[config.mk]
export PLATFORM = sky130hd
export DESIGN_NAME = icache_refill_ctrl
export DESIGN_NICKNAME = d
export VERILOG_FILES = /design/src/rtl/icache_refill_ctrl.sv
export SDC_FILE = /design/constraint.sdc
export NUM_CORES = 1
export LEC_CHECK = 0
export ABC_CLOCK_PERIOD_IN_PS = 1800
export BUFFER_PORTS_ARGS = -buffer_cell sky130_fd_sc_hd__buf_2
export CAP_MARGIN = 0
export CORE_MARGIN = 2
export CORE_UTILIZATION = 39
export CTS_CLUSTER_SIZE = 30
export DETAILED_ROUTE_END_ITERATION = 8
export PLACE_DENSITY = 0.88
export SETUP_SLACK_MARGIN = 0.05
export SYNTH_ARGS = -nofsm -noshare
export SYNTH_HDL_FRONTEND = slang
export SYNTH_SLANG_ARGS = --single-unit
[constraint.sdc]
create_clock -name clk_i -period 1.8 [get_ports clk_i]
set_input_delay 0.36 -clock clk_i [delete_from_list [all_inputs] [get_ports clk_i]]
set_output_delay 0.36 -clock clk_i [all_outputs]
set_load 0.01 [all_outputs]
[src/rtl/icache_refill_ctrl.sv]
// Instruction-cache miss/refill controller: detects fetch misses, reads one line
// from memory, streams the words into the data array and validates the tag on the last beat.
module icache_refill_ctrl #(
   parameter int LINE_WORDS = 4,
   parameter int ADDR_W     = 32
) (
   input  logic              clk_i,
   input  logic              reset_n_i,
   input  logic              fetch_en_i,
   input  logic [ADDR_W-1:0] pc_fi_i,
   input  logic              lookup_hit_i,
   output logic              instr_hit_fi_o,
   output logic              ic_repl_permit_o,
   output logic              mem_req_o,
   output logic [ADDR_W-1:0] mem_addr_o,
   input  logic              mem_gnt_i,
   input  logic              mem_rvalid_i,
   input  logic [31:0]       mem_rdata_i,
   output logic              ic_we_o,
   output logic [ADDR_W-1:0] ic_waddr_o,
   output logic [31:0]       ic_wdata_o,
   output logic              ic_tag_we_o,
   output logic [31:0]       miss_count_o
);

   localparam int BEAT_W = $clog2(LINE_WORDS);
   localparam int OFFS_W = BEAT_W + 2;
   localparam logic [ADDR_W-1:0] LINE_MASK = {ADDR_W{1'b1}} << OFFS_W;
   localparam logic [BEAT_W-1:0] LAST_BEAT = BEAT_W'(LINE_WORDS - 1);

   typedef enum logic [1:0] {
      ST_IDLE = 2'd0,
      ST_REQ  = 2'd1,
      ST_FILL = 2'd2,
      ST_DONE = 2'd3
   } state_t;

   state_t            state_r;
   state_t            state_nxt_s;
   logic [BEAT_W-1:0] beat_cnt_r;
   logic [ADDR_W-1:0] miss_addr_r;
   logic [31:0]       miss_count_r;

   logic              hit_s;
   logic              permit_s;
   logic              req_s;
   logic              we_s;
   logic              tag_we_s;
   logic              take_miss_s;
   logic              grant_s;
   logic              beat_s;
   logic [ADDR_W-1:0] beat_offs_s;

   // Next-state and per-state output decode.
   always_comb begin
      state_nxt_s = state_r;
      hit_s       = 1'b0;
      permit_s    = 1'b0;
      req_s       = 1'b0;
      we_s        = 1'b0;
      tag_we_s    = 1'b0;
      take_miss_s = 1'b0;
      grant_s     = 1'b0;
      beat_s      = 1'b0;
      case (state_r)
         ST_IDLE: begin
            hit_s    = lookup_hit_i | ~fetch_en_i;
            permit_s = 1'b1;
            if (fetch_en_i & ~lookup_hit_i) begin
               take_miss_s = 1'b1;
               state_nxt_s = ST_REQ;
            end else begin
               state_nxt_s = ST_IDLE;
            end
         end
         ST_REQ: begin
            req_s = 1'b1;
            if (mem_gnt_i) begin
               grant_s     = 1'b1;
               state_nxt_s = ST_FILL;
            end else begin
               state_nxt_s = ST_REQ;
            end
         end
         ST_FILL: begin
            if (mem_rvalid_i) begin
               beat_s = 1'b1;
               we_s   = 1'b1;
               if (beat_cnt_r == LAST_BEAT) begin
                  tag_we_s    = 1'b1;
                  state_nxt_s = ST_DONE;
               end else begin
                  state_nxt_s = ST_FILL;
               end
            end else begin
               state_nxt_s = ST_FILL;
            end
         end
         ST_DONE: begin
            state_nxt_s = ST_IDLE;
         end
         default: begin
            state_nxt_s = ST_IDLE;
         end
      endcase
   end

   // State, beat counter, miss address and miss counter registers.
   always_ff @(posedge clk_i) begin
      if (!reset_n_i) begin
         state_r      <= ST_IDLE;
         beat_cnt_r   <= {BEAT_W{1'b0}};
         miss_addr_r  <= {ADDR_W{1'b0}};
         miss_count_r <= 32'd0;
      end else begin
         state_r <= state_nxt_s;
         if (take_miss_s) begin
            miss_addr_r  <= pc_fi_i & LINE_MASK;
            miss_count_r <= miss_count_r + 32'd1;
         end
         if (grant_s) begin
            beat_cnt_r <= {BEAT_W{1'b0}};
         end else if (beat_s) begin
            beat_cnt_r <= beat_cnt_r + BEAT_W'(1);
         end
      end
   end

   assign beat_offs_s = ADDR_W'({beat_cnt_r, 2'b00});

   // Bus and array strobes are suppressed while reset is asserted so an aborted
   // refill can never write or validate a line on its way back to idle.
   assign instr_hit_fi_o   = hit_s;
   assign ic_repl_permit_o = permit_s;
   assign mem_req_o        = req_s & reset_n_i;
   assign mem_addr_o       = miss_addr_r;
   assign ic_we_o          = we_s & reset_n_i;
   assign ic_tag_we_o      = tag_we_s & reset_n_i;
   assign ic_waddr_o       = miss_addr_r + beat_offs_s;
   assign ic_wdata_o       = mem_rdata_i;
   assign miss_count_o     = miss_count_r;

endmodule

# == Word level (Yosys, flattened, before mapping) ==
# Index checks and enable logic that the tools add are counted.
# totals
out_inout_bits,133
reg_bits,64
# op_classes
n_addsub,3
eq_ne,4
n_mux,17
reduce_logical,2
bitwise,8
# ops
operator,n
"adder 32 x 1 -> 32 bit, second input constant",1
adder 32 x 4 -> 32 bit,1
two-way mux 1 bit,14
case mux 2 bit (4 select lines),1
"== test 2 bit, second input constant",3
AND 1 bit,4
two-way mux 2 bit,2
inverter 1 bit,3
"adder 2 x 1 -> 2 bit, second input constant",1
"== test 2 x 1 -> 1 bit, second input constant",1
logical NOT 2 bit,1
OR reduction 2 bit,1
bitwise OR 1 bit,1

# == Depth between registers and ports, before layout ==
# logic_depth
depth_word,5
mapped_depth,6
ltp_nobuf,5

# == Least setup slack after synthesis ==
# OpenSTA, ideal clock, no wires.
# synth_path
path_type,flip-flop to flip-flop
from,reg with a tool-made name
to,reg miss_count_r[16] (netlist: miss_count_o[16])
stages_incl_launch_ff,7
setup_ns,0.070
n_path_buf,2
setup_slack_ns,-0.051
arrival_ns,1.780
period_less_slack_ns,1.851
cell_sequence,dfxtp_1 -> buf_2 -> nor4b_4 -> nand4_2 -> buf_2 -> or3_1 -> a21oi_1
# synth_lines
item,line,source
end signal: assignment,119,miss_count_r <= miss_count_r + 32'd1;
end: declaration,42,logic [31:0] miss_count_r;

==> impl_table.tex <==
\begin{tabular}{lr}
\hline
Metric & Value \\
\hline
\multicolumn{2}{l}{\textbf{Status}} \\
\quad Outcome & completed \\
\multicolumn{2}{l}{\textbf{Synth}} \\
\quad Synth unique cells & 35 \\
\quad Sequential cell area fraction in the yosys report & 39.9\% \\
\quad Cell type with the highest aggregate area in the netlist & dfxtp\_1 \\
\quad Number of enable-type register cells in the synthesized netlist & 0 \\
\quad Post-synth ARST share & 0\% \\
\quad Post-synthesis instance total & about 400 \\
\quad Primary flip-flop cell chosen by synthesis mapping & dfxtp\_1 \\
\quad Share of the synthesized area in the top cell type & 39.9\% \\
\quad Most frequent cell after synthesis & nand2\_1 \\
\quad Number of synthesized register bits & 64 \\
\quad Mean instance size in the synthesized netlist & 8.11 µm² \\
\quad Most used standard cells in the synthesized netlist & nand2\_1 (72), buf\_4 (66), dfxtp\_1 (64), a21oi\_1 (47), clkbuf\_1 (19) \\
\quad Warning count from the yosys run & 0 \\
\quad Top cells by area, synth & dfxtp\_1 (40\%), buf\_4 (15\%), nand2\_1 (8.4\%), a21oi\_1 (7.3\%), clkbuf\_1 (2.2\%) \\
\quad Area of the mapped netlist & 0.00321 mm² \\
\multicolumn{2}{l}{\textbf{Setup path}} \\
\quad Worst R2R Path Depth & 6 \\
\quad Setup slack, reg-to-reg & 40 ps \\
\quad Count of buffering cells on the critical path with inverters included & 2 \\
\quad Kind of critical path & flop to flop \\
\quad Arrival @ worst endpoint & 2020 ps \\
\quad Slowest cell delay on critical path & 360 ps \\
\quad Startpoint class of the critical path & flop \\
\quad Type of element capturing the critical path & flop \\
\quad Highest net fanout along the worst path & 10 \\
\quad Kind of cell adding the most delay to the critical path & simple AND/OR/NAND/NOR gates \\
\quad Total stage count of the critical path & 6 \\
\quad Master of the slowest instance on the critical path & or3\_4 \\
\quad FF-to-FF End & miss\_count\_o[16]\$\_SDFFE\_PN0P\_ \\
\quad Required @ worst endpoint & 2070 ps \\
\quad CP cell instances & nor4b\_4, nand4\_4, buf\_6, clkbuf\_16, or3\_4, a21oi\_1 \\
\multicolumn{2}{l}{\textbf{Drt}} \\
\quad Antenna viol nets, final & 0 \\
\quad DRC violation total after the first TritonRoute iteration & 62 \\
\quad Post-detailed-routing wire length & between 8 and 9 mm \\
\quad Ratio of routed vias to standard cells & slightly above 5 \\
\quad Routed len/inst & 13.8 µm \\
\quad Via count & 3075 \\
\quad Count of unresolved DRC violations after routing & 0 \\
\quad Detailed-router iteration count before antenna repair & 4 \\
\multicolumn{2}{l}{\textbf{Min path}} \\
\quad Type of the most critical hold path & primary input to flop \\
\quad Endpoint, Worst Hold & state\_r[0]\$\_SDFF\_PN0\_ \\
\quad Hold path cells & 2 \\
\quad Hold path start & mem\_gnt\_i \\
\multicolumn{2}{l}{\textbf{Floorplan}} \\
\quad Initial standard-cell utilization of the core & 39.7\% \\
\quad Chip Height & 94.8 µm \\
\quad Boundary Pins & 203 \\
\quad Number of placement rows & 33 \\
\quad Die extent in x & $\sim$95 µm \\
\quad Floorplan core area & 0.00809 mm² \\
\quad Overall die area & 0.00898 mm² \\
\multicolumn{2}{l}{\textbf{Clock network}} \\
\quad CTS root buffer & clkbuf\_8 \\
\quad Clock slew at the register clock pins of the worst setup and hold paths & 80 ps \\
\quad CTS Buf Count & 9 \\
\quad Bufs on Longest Clock Path & 2 \\
\quad Total clock sinks & 64 \\
\quad Htree depth & 3 \\
\quad TritonCTS clock tree & done \\
\quad Clock network latency to the later pin of the worst-skew pair & 330 ps \\
\multicolumn{2}{l}{\textbf{Final layout}} \\
\quad Final-stage net count & around 570 \\
\quad Total inserted antenna cells & 0 \\
\quad Ratio of cells with drive above 1 in the final layout & 45.4\% \\
\quad Area Growth Syn to Fin & 31.2\% \\
\multicolumn{2}{l}{\textbf{STA}} \\
\quad Final clock skew & $\sim$12 ps \\
\quad Setup TNS & 0 ps \\
\quad Total count of hold-check failures in the final report & 0 \\
\quad Final worst hold slack & approximately 240 ps \\
\quad Setup repair after global routing missed its margin & true \\
\quad Final worst path period share & a little over nine tenths \\
\quad Crit path time final & 1760 ps \\
\quad Number of pins exceeding their max-slew limit in the final report & 0 \\
\quad \# setup viols final & 0 \\
\quad Timing-limited maximum frequency & about 0.57 GHz \\
\multicolumn{2}{l}{\textbf{Global routing}} \\
\quad Number of global-route vias before repair & 2586 \\
\quad Largest net degree at the start of global routing & 38 \\
\quad Remaining global-route overflow & 0 \\
\quad First-pass GRT wire length & about 12 mm \\
\quad Number of antenna violations at the first check in global routing & 0 \\
\quad Global-route usage over all layers & 16.8\% \\
\multicolumn{2}{l}{\textbf{Power}} \\
\quad P\_leak & 1.92 nW \\
\quad Total power divided by cell area & 762 mW/mm² \\
\quad Worst VDD drop & roughly 0.38 mV \\
\multicolumn{2}{l}{\textbf{Place}} \\
\quad Buffers added on ports & 128 \\
\quad RD Place Congestion & around 0.78 \\
\quad Detail Placement HPWL & 5.78 mm \\
\multicolumn{2}{l}{\textbf{Flow run}} \\
\quad Max Cap Violations & 0 \\
\hline
\end{tabular}
## cell families (layout without fill, tap and decap cells)
group	count (synthesis)	in the layout	synth area share, %
buffers and inverters	92	193	18.6
other	1	6	0.117
DFF	64	64	39.9
xor gates and xnor gates	10	10	2.73
and+or+nand+nor	152	152	24.3
adders and majority gates	2	2	0.779
muxes	4	4	1.25
AOI/OAI and AO/OA	71	71	12.4
## layer usage
layer | GRT usage, % | up-vias | routed length, µm
li1 | - | 1492 | -
met1 | 19.2 | 1424 | 3340
met2 | 29.4 | 141 | 4310
met3 | 4.39 | 18 | 624
met4 | 7.13 | 0 | 117
met5 | 0 | - | 0
## power breakdown
group,switching (mW),internal (mW),leakage (nW),total (mW)
sequential,0.0316,1.46,0.521,1.49
clock,0.551,0.810,0.112,1.36
combinational,0.202,0.159,1.29,0.360
total,0.784,2.43,1.92,3.21
## layout by cell type (no fill, tap or decap), types with 4 or more instances in the layout
cell type and instances:
xor2_1 7, buf_4 38, o21ai_0 8, nand2b_1 5, a21oi_1 38, nor2_1 12
clkbuf_8 10, nand3_1 9, nand4_1 11, and3_1 5, nand2_1 72, or3_1 7
dfxtp_1 60, buf_6 5, a21oi_2 9, conb_1 6, buf_2 127, mux2i_1 4
o31ai_2 4, or4_4 7
## area by class of cell
cell class | count | area (µm²)
clock buffer | 10 | 138
multi-input combinational | 245 | 1510
inverter | 4 | 15.0
clock inverter | 6 | 82.6
timing repair buffer | 173 | 1050
tap | 105 | 131
fill | 750 | 3880
sequential | 64 | 1290
## how the worst max path moves through the flow
stage / from / to / slack [ps]
5_1_grt: state_r[0]$_SDFF_PN0_ / ic_tag_we_o / -50
6_report: flop / miss_count_o[16]$_SDFFE_PN0P_ / 40
2_1_floorplan: state_r[0]$_SDFF_PN0_ / miss_count_o[29]$_SDFFE_PN0P_ / 30
4_1_cts: state_r[0]$_SDFF_PN0_ / miss_count_o[19]$_SDFFE_PN0P_ / 20
3_3_place_gp: lookup_hit_i / miss_count_o[10]$_SDFFE_PN0P_ / -120
3_5_place_dp: lookup_hit_i / miss_count_o[19]$_SDFFE_PN0P_ / -160
## flip-flops by register name, indices dropped and copies added, names as in the netlist, named ones only
name and count:
mem_addr_o 28, miss_count_o 32, beat_cnt_r 2, state_r 1
## through the flow
| step | worst slack, ps | std cells | util [%] | cell area, µm² | power (mW) |
|---|---|---|---|---|---|
| after floorplan | 31.9 | 401 | - | 3270 | 1.83 |
| after global placement | -116 | 580 | 45.6 | 3690 | 1.85 |
| after detailed placement | -157 | 580 | 45.6 | 3690 | 1.86 |
| after CTS | 24.7 | 599 | 48.7 | 3940 | 3.23 |
| after global routing | -54.5 | 607 | 52.1 | 4220 | 3.36 |
| final | 44.9 | 607 | 52.1 | 4220 | 3.21 |
## repair_timing
action,in CTS,in global routing
hold buffers,0,0
resized for setup,3,44
endpoints found under the hold margin,0,0
cloned,0,2
endpoints found under the setup margin,7,17
setup buffers,3,6
pin swaps,2,14
(Power assumes the default switching activity.)
